<file path="src/rtl/jogador_automatico_if.sv">
// LED/button link between the game and the automatic player.
interface jogador_automatico_if;
  logic [3:0] leds;
  logic [3:0] botoes;

  // Player side: watches the game's LEDs, drives the game's buttons.
  modport master (
    input  leds,
    output botoes
  );

  // Game side: drives LEDs, receives button presses.
  modport slave (
    output leds,
    input  botoes
  );
endinterface

</file>
<file path="src/rtl/jogador_automatico.sv">
// Automatic player: records the LED terms shown by the game, then replays
// them on the buttons with fixed press and release durations.
module jogador_automatico #(
  parameter int unsigned PRESS_CYCLES = 25000,
  parameter int unsigned GAP_CYCLES   = 25000,
  parameter int unsigned QUIET_CYCLES = 75000,
  parameter int unsigned DEPTH        = 16
) (
  input  logic                        clock,
  input  logic                        reset,
  input  logic                        habilita,
  jogador_automatico_if.master        jogo,
  output logic                        jogando,
  output logic [4:0]                  num_termos,
  output logic                        erro,
  output logic [2:0]                  db_estado
);

  localparam int unsigned IDX_W   = (DEPTH > 1) ? $clog2(DEPTH) : 1;
  localparam int unsigned TMR_MAX = (PRESS_CYCLES > GAP_CYCLES) ? PRESS_CYCLES : GAP_CYCLES;
  localparam int unsigned TMR_W   = $clog2(TMR_MAX + 1);
  localparam int unsigned QUI_W   = $clog2(QUIET_CYCLES + 1);

  typedef enum logic [2:0] {
    OCIOSO    = 3'd0,
    OBSERVA   = 3'd1,
    PRESSIONA = 3'd2,
    SOLTA     = 3'd3,
    ERRO      = 3'd7
  } estado_t;

  estado_t            estado_q, estado_d;
  logic [3:0]         leds_prev_q;
  logic [4:0]         count_q, count_d;
  logic [IDX_W-1:0]   idx_q, idx_d;
  logic [QUI_W-1:0]   quiet_q, quiet_d;
  logic [TMR_W-1:0]   timer_q, timer_d;
  logic [3:0]         botoes_q, botoes_d;
  logic               jogando_q, jogando_d;
  logic               erro_q, erro_d;
  logic [3:0]         mem [DEPTH];

  logic               one_hot_c;
  logic               invalid_c;
  logic               term_edge_c;
  logic               last_term_c;
  logic               quiet_full_c;
  logic               capture_c;

  // LED pattern classification against the previous sample.
  always_comb begin
    one_hot_c    = (jogo.leds != 4'd0) && ((jogo.leds & (jogo.leds - 4'd1)) == 4'd0);
    invalid_c    = (jogo.leds != 4'd0) && !one_hot_c;
    term_edge_c  = (leds_prev_q == 4'd0) && (jogo.leds != 4'd0);
    last_term_c  = ((5'(idx_q) + 5'd1) == count_q);
    quiet_full_c = (quiet_q == QUI_W'(QUIET_CYCLES));
  end

  // State register, counters and registered outputs.
  always_ff @(posedge clock or negedge reset) begin
    if (!reset) begin
      estado_q    <= OCIOSO;
      leds_prev_q <= 4'd0;
      count_q     <= 5'd0;
      idx_q       <= '0;
      quiet_q     <= '0;
      timer_q     <= '0;
      botoes_q    <= 4'd0;
      jogando_q   <= 1'b0;
      erro_q      <= 1'b0;
    end else begin
      estado_q    <= estado_d;
      leds_prev_q <= jogo.leds;
      count_q     <= count_d;
      idx_q       <= idx_d;
      quiet_q     <= quiet_d;
      timer_q     <= timer_d;
      botoes_q    <= botoes_d;
      jogando_q   <= jogando_d;
      erro_q      <= erro_d;
    end
  end

  // Term storage; contents are only meaningful below count_q.
  always_ff @(posedge clock) begin
    if (capture_c) begin
      mem[count_q[IDX_W-1:0]] <= jogo.leds;
    end
  end

  // Next-state logic; disable overrides every other transition.
  always_comb begin
    estado_d  = estado_q;
    count_d   = count_q;
    idx_d     = idx_q;
    quiet_d   = quiet_q;
    timer_d   = timer_q;
    capture_c = 1'b0;

    if (!habilita) begin
      estado_d = OCIOSO;
      count_d  = 5'd0;
      idx_d    = '0;
      quiet_d  = '0;
      timer_d  = '0;
    end else begin
      case (estado_q)
        OCIOSO: begin
          count_d  = 5'd0;
          idx_d    = '0;
          quiet_d  = '0;
          timer_d  = '0;
          estado_d = OBSERVA;
        end

        OBSERVA: begin
          // Count consecutive dark samples, saturating once the quiet time is met.
          if (jogo.leds == 4'd0) begin
            quiet_d = quiet_full_c ? quiet_q : quiet_q + QUI_W'(1);
          end else begin
            quiet_d = '0;
          end

          if (invalid_c) begin
            estado_d = ERRO;
          end else if (term_edge_c) begin
            if (count_q == 5'(DEPTH)) begin
              estado_d = ERRO;
            end else begin
              capture_c = 1'b1;
              count_d   = count_q + 5'd1;
            end
          end else if (quiet_full_c && (count_q != 5'd0)) begin
            estado_d = PRESSIONA;
            idx_d    = '0;
            timer_d  = '0;
            quiet_d  = '0;
          end
        end

        PRESSIONA: begin
          if (timer_q == TMR_W'(PRESS_CYCLES - 1)) begin
            estado_d = SOLTA;
            timer_d  = '0;
          end else begin
            timer_d = timer_q + TMR_W'(1);
          end
        end

        SOLTA: begin
          if (timer_q == TMR_W'(GAP_CYCLES - 1)) begin
            timer_d = '0;
            if (last_term_c) begin
              estado_d = OBSERVA;
              count_d  = 5'd0;
              idx_d    = '0;
              quiet_d  = '0;
            end else begin
              estado_d = PRESSIONA;
              idx_d    = idx_q + IDX_W'(1);
            end
          end else begin
            timer_d = timer_q + TMR_W'(1);
          end
        end

        ERRO: begin
          estado_d = ERRO;
        end

        default: begin
          estado_d = OCIOSO;
        end
      endcase
    end
  end

  // Output values decoded from the next state so they register with it.
  always_comb begin
    botoes_d  = 4'd0;
    jogando_d = 1'b0;
    erro_d    = 1'b0;
    if (estado_d == PRESSIONA) begin
      botoes_d = mem[idx_d];
    end
    if ((estado_d == PRESSIONA) || (estado_d == SOLTA)) begin
      jogando_d = 1'b1;
    end
    if (estado_d == ERRO) begin
      erro_d = 1'b1;
    end
  end

  assign jogo.botoes = botoes_q;
  assign jogando     = jogando_q;
  assign erro        = erro_q;
  assign num_termos  = count_q;
  assign db_estado   = estado_q;

endmodule

</file>
<file path="src/flat_wrapper.sv">
// flat-port wrapper written by rule: the top's interface ports become plain ports
module jogador_automatico_flat 
#(
  parameter int unsigned PRESS_CYCLES = 25000,
  parameter int unsigned GAP_CYCLES   = 25000,
  parameter int unsigned QUIET_CYCLES = 75000,
  parameter int unsigned DEPTH        = 16
)
  (clock, reset, habilita, jogando, num_termos, erro, db_estado, jogo_leds, jogo_botoes);
  jogador_automatico_if jogo_i ();
  input  logic clock;
  input  logic reset;
  input  logic habilita;
  output logic jogando;
  output logic [4:0] num_termos;
  output logic erro;
  output logic [2:0] db_estado;
  input wire logic [$bits(jogo_i.leds)-1:0] jogo_leds;
  output wire logic [$bits(jogo_i.botoes)-1:0] jogo_botoes;
  assign jogo_i.leds = jogo_leds;
  assign jogo_botoes = jogo_i.botoes;
  jogador_automatico #(.PRESS_CYCLES(PRESS_CYCLES), .GAP_CYCLES(GAP_CYCLES), .QUIET_CYCLES(QUIET_CYCLES), .DEPTH(DEPTH)) u_core (.clock(clock), .reset(reset), .habilita(habilita), .jogo(jogo_i), .jogando(jogando), .num_termos(num_termos), .erro(erro), .db_estado(db_estado));
endmodule
</file>
<file path="config.mk">
export PLATFORM = sky130hd
export DESIGN_NAME = jogador_automatico_flat
export DESIGN_NICKNAME = d
export VERILOG_FILES = /design/src/rtl/jogador_automatico_if.sv /design/src/rtl/jogador_automatico.sv /design/src/flat_wrapper.sv
export SDC_FILE = /design/constraint.sdc
export NUM_CORES = 1
export LEC_CHECK = 0
export CAP_MARGIN = 20
export CORE_ASPECT_RATIO = 0.6
export CORE_UTILIZATION = 57
export DETAILED_ROUTE_END_ITERATION = 8
export DONT_BUFFER_PORTS = 1
export HOLD_SLACK_MARGIN = 0.15
export MAX_ROUTING_LAYER = met4
export PLACE_DENSITY = 0.75
export SYNTH_ARGS = -nofsm -noshare
export SYNTH_HDL_FRONTEND = slang
export SYNTH_SLANG_ARGS = --single-unit
</file>
<file path="constraint.sdc">
create_clock -name clock -period 2.64 [get_ports clock]
set_input_delay 0.264 -clock clock [delete_from_list [all_inputs] [get_ports clock]]
set_output_delay 0.264 -clock clock [all_outputs]
set_load 0.03 [all_outputs]
</file>
==> qor.yml <==
run_status:
  outcome: "complete, but fails checks"
  violations: "setup timing"
synthesis:
  synth_cell_types: 67
  synth_edf_count: 64
  syn_nets: 546
  ys_ff_latch: 118
  yosysWarningCount: 0
  synthesis.area_um2: 5734
  yosysSeqAreaShare_pct: 57.08
  synthFlopType: "edfxtp_1"
  syn_avg_cell_area_um2: 10.80
  ys_async_sr_fraction_pct: 45.76
  synthCells: 531
setup_path:
  required_ns: 2.77
  r2r_start: "u_core.leds_prev_q[2]$_DFF_PN0_"
  cp_cell_sequence: "nor4_4 > buf_4 > buf_4 > inv_1 > a221oi_2 > buf_4 > inv_1 > nor2_2 > nand2_1 > nor2_1 > buf_4"
  critPathKind: "reg -> reg"
  cpPeakStageDelay_ns: 0.41
  cp_num_buf_inv: 6
  crit_path_frequent_cell: "buf_4"
  critPathCaptureType: "flip-flop"
  rrSetupSlack_ns: -0.27
  crit_path_top_delay_cell: "dfrtp_1"
  rr_worst_depth: 11
  worstPathArrival_ns: 3.04
  crit_family: "simple AND/OR/NAND/NOR gates"
  reg2reg_to: "u_core.mem[5][1]$_DFFE_PP_"
  start_kind: "flip-flop"
  path_max_fanout: 5
pwr:
  ir_drop_v: 0.0006138
  power.density_nw_per_um2: 675.4
  p_leak_nw: 3.146
  p_total_mw: 5.165
finish:
  layout_common_cells: "92 x buf_4, 70 x nand2_1, 64 x edfxtp_1, 51 x dfrtp_1, 42 x nor2_1"
  final_layout_size_suffix_gt1_share_pct: 29.75
  layout.cells.non_filler: 782
  syn2layout_area_growth_pct: 33.36
  insertedDiodeCount: 0
  final_nets: 654
  final_common_cell: "buf_4"
global_route:
  grt_pass1_wl_mm: 25.52
  antenna_found_initial: 0
  grt_usage_pct: 34.02
  grt_start_max_net_pins: 55
  grt_overflow: 0
  grt_pass1_vias: 4776
worst_hold_path:
  worstHoldPathCells: 3
  hold_path_end: "u_core.db_estado[1]$_DFF_PN0_"
  worst_hold_path_type: "in -> reg"
  hp-start: "habilita"
clock_tree:
  clock_path_buffers: 2
  cts_made_buffers: 17
  cts_tree: "done"
  clock-sinks: 118
  worst_skew_pair.late_latency_ns: 0.42
  cts.clk_slew.worst_paths_ns: 0.06
  cts-root-buf: "clkbuf_16"
  h-tree-depth: 4
placed_design:
  dpl.cell_count: 732
  port-buffer-count: 0
  post-dp-hpwl_mm: 10.08
  place.gp.congestion: 0.9093
drt:
  wl_met2_mm: 7.366
  wirelength_mm: 16.73
  vias: 4984
  first_pass_iters: 5
  drc: 0
  ant_nets: 0
  wl_met1_mm: 6.932
  wl_per_cell_um: 21.40
  wl_met3_mm: 2.031
  route.detailed.vias_per_inst: 6.373
  dr.max_layer_used: "met4"
  first_iter_violations: 513
timing:
  max_freq_mhz: 343.6
  slew_violations: 0
  worst_pin_slew_ns: 0.7573
  fin_worst_skew_ns: 0.009283
  setup_viol: 84
  fin_ws_ns: -0.2705
  period_share_pct: 110.2
  max-slew-margin-rel_pct: 49.35
  hold_violations: 0
  fin_crit_ns: 2.910
  rsz0062_at_grt: "yes"
die:
  die-area_um2: 10480
  coreArea_um2: 9459
  rows: 27
  initial_core_util_pct: 60.62
  die_w_um: 131.5
  die_h_um: 79.69
  io_pins: 21
run:
  max-cap-violations: 0
[final cells by class]
| cell class | count | area (um^2) |
|---|---|---|
| timing repair buffer | 113 | 960.9 |
| clock inverter | 15 | 249.0 |
| sequential | 118 | 3277 |
| tap | 130 | 162.7 |
| multi-input combinational | 374 | 2516 |
| inverter | 15 | 56.30 |
| clock buffer | 17 | 425.4 |
| fill | 548 | 1812 |
[report_power, final]
part / internal (mW) / switching (mW)
sequential: 1.97 / 0.0378
combinational: 0.195 / 0.299
clock: 1.77 / 0.885
total: 3.94 / 1.22
[flip-flops by register name, indices dropped and copies added (netlist names)]
signal,count
u_core.mem,64
u_core.quiet_q,17
u_core.timer_q,15
u_core.num_termos,5
u_core.idx_q,4
u_core.jogo.botoes,4
u_core.leds_prev_q,4
u_core.db_estado,3
u_core.erro,1
u_core.jogando,1
[stage by stage]
| stage | area [um^2] | TNS [ns] | setup WS, ns | hold WS, ns | utilization, % |
|---|---|---|---|---|---|
| 3_5_place_dp | 6566 | -9.391 | -0.2345 | -0.03021 | 69.42 |
| 3_3_place_gp | 6566 | -6.560 | -0.1636 | -0.02978 | 69.42 |
| 4_1_cts | 7411 | -2.281 | -0.1999 | 0.2239 | 78.35 |
| 5_1_grt | 7647 | -19.91 | -0.3896 | 0.2734 | 80.85 |
| 2_1_floorplan | 5783 | -0.5717 | -0.1325 | -0.03159 | - |
| 6_report | 7647 | -14.82 | -0.2705 | 0.2731 | 80.85 |
[kinds of logic after synthesis]
kind of cell               synth area share, %
and+or+nand+nor                          19.62
adders and majority gates                1.746
xor gates and xnor gates                 2.902
buffers and inverters                    2.814
muxes                                    1.440
DFF                                      57.08
AOI/OAI and AO/OA                        14.40
[per-layer routing]
| metal | up-vias | GRT usage, % |
|---|---|---|
| met2 | 332 | 48.47 |
| met1 | 2430 | 46.21 |
| met5 | - | - |
| met4 | 0 | 11.86 |
| li1 | 2177 | - |
| met3 | 45 | 10.54 |
[worst max-delay path by stage]
stage / slack, ns / depth (start not counted) / endpoint / from
floorplan: -0.13 / 12 / u_core.jogo.botoes[1]$_DFF_PN0_ / u_core.idx_q[0]$_DFF_PN0_
CTS: -0.20 / 11 / u_core.jogo.botoes[2]$_DFF_PN0_ / u_core.idx_q[1]$_DFF_PN0_
finish: -0.27 / 11 / u_core.mem[5][1]$_DFFE_PP_ / u_core.leds_prev_q[2]$_DFF_PN0_
global placement: -0.16 / 11 / u_core.jogo.botoes[2]$_DFF_PN0_ / u_core.idx_q[1]$_DFF_PN0_
global route: -0.39 / 12 / u_core.jogo.botoes[1]$_DFF_PN0_ / u_core.num_termos[0]$_DFFE_PN0P_
detailed placement: -0.23 / 11 / u_core.quiet_q[14]$_DFFE_PN0P_ / u_core.idx_q[1]$_DFF_PN0_
[cells in the mapped netlist, drive strengths merged (7+ instances only)]
cell type / number / area (um^2)
a21oi: 24 / 123.9
a31oi: 7 / 65.06
a32o: 8 / 80.08
and2: 7 / 43.79
and3: 13 / 81.33
buf: 9 / 48.79
clkbuf: 15 / 56.30
dfrtp: 54 / 1351
edfxtp: 64 / 1922
ha: 8 / 100.1
inv: 15 / 56.30
nand2: 75 / 281.5
nand3: 17 / 97.60
nand4: 8 / 50.05
nor2: 49 / 183.9
nor3: 19 / 95.09
o21ai: 35 / 186.4
xor2: 14 / 122.6
[worst reg2reg max path: cells and delay by family (launching register included)]
| family | cells | cell delay, ns |
|---|---|---|
| compound gates | 1 | 0.40 |
| buf+inv | 6 | 0.81 |
| flops | 1 | 0.41 |
| simple gates | 4 | 1.01 |
[what timing repair did]
action,in CTS,in global routing
buffers inserted,3,9
hold buffers,7,0
endpoints found under the hold margin,125,0
endpoints found under the setup margin,83,81
pin swaps,10,22
gates resized for setup,14,46
(Power assumes the default switching activity.)
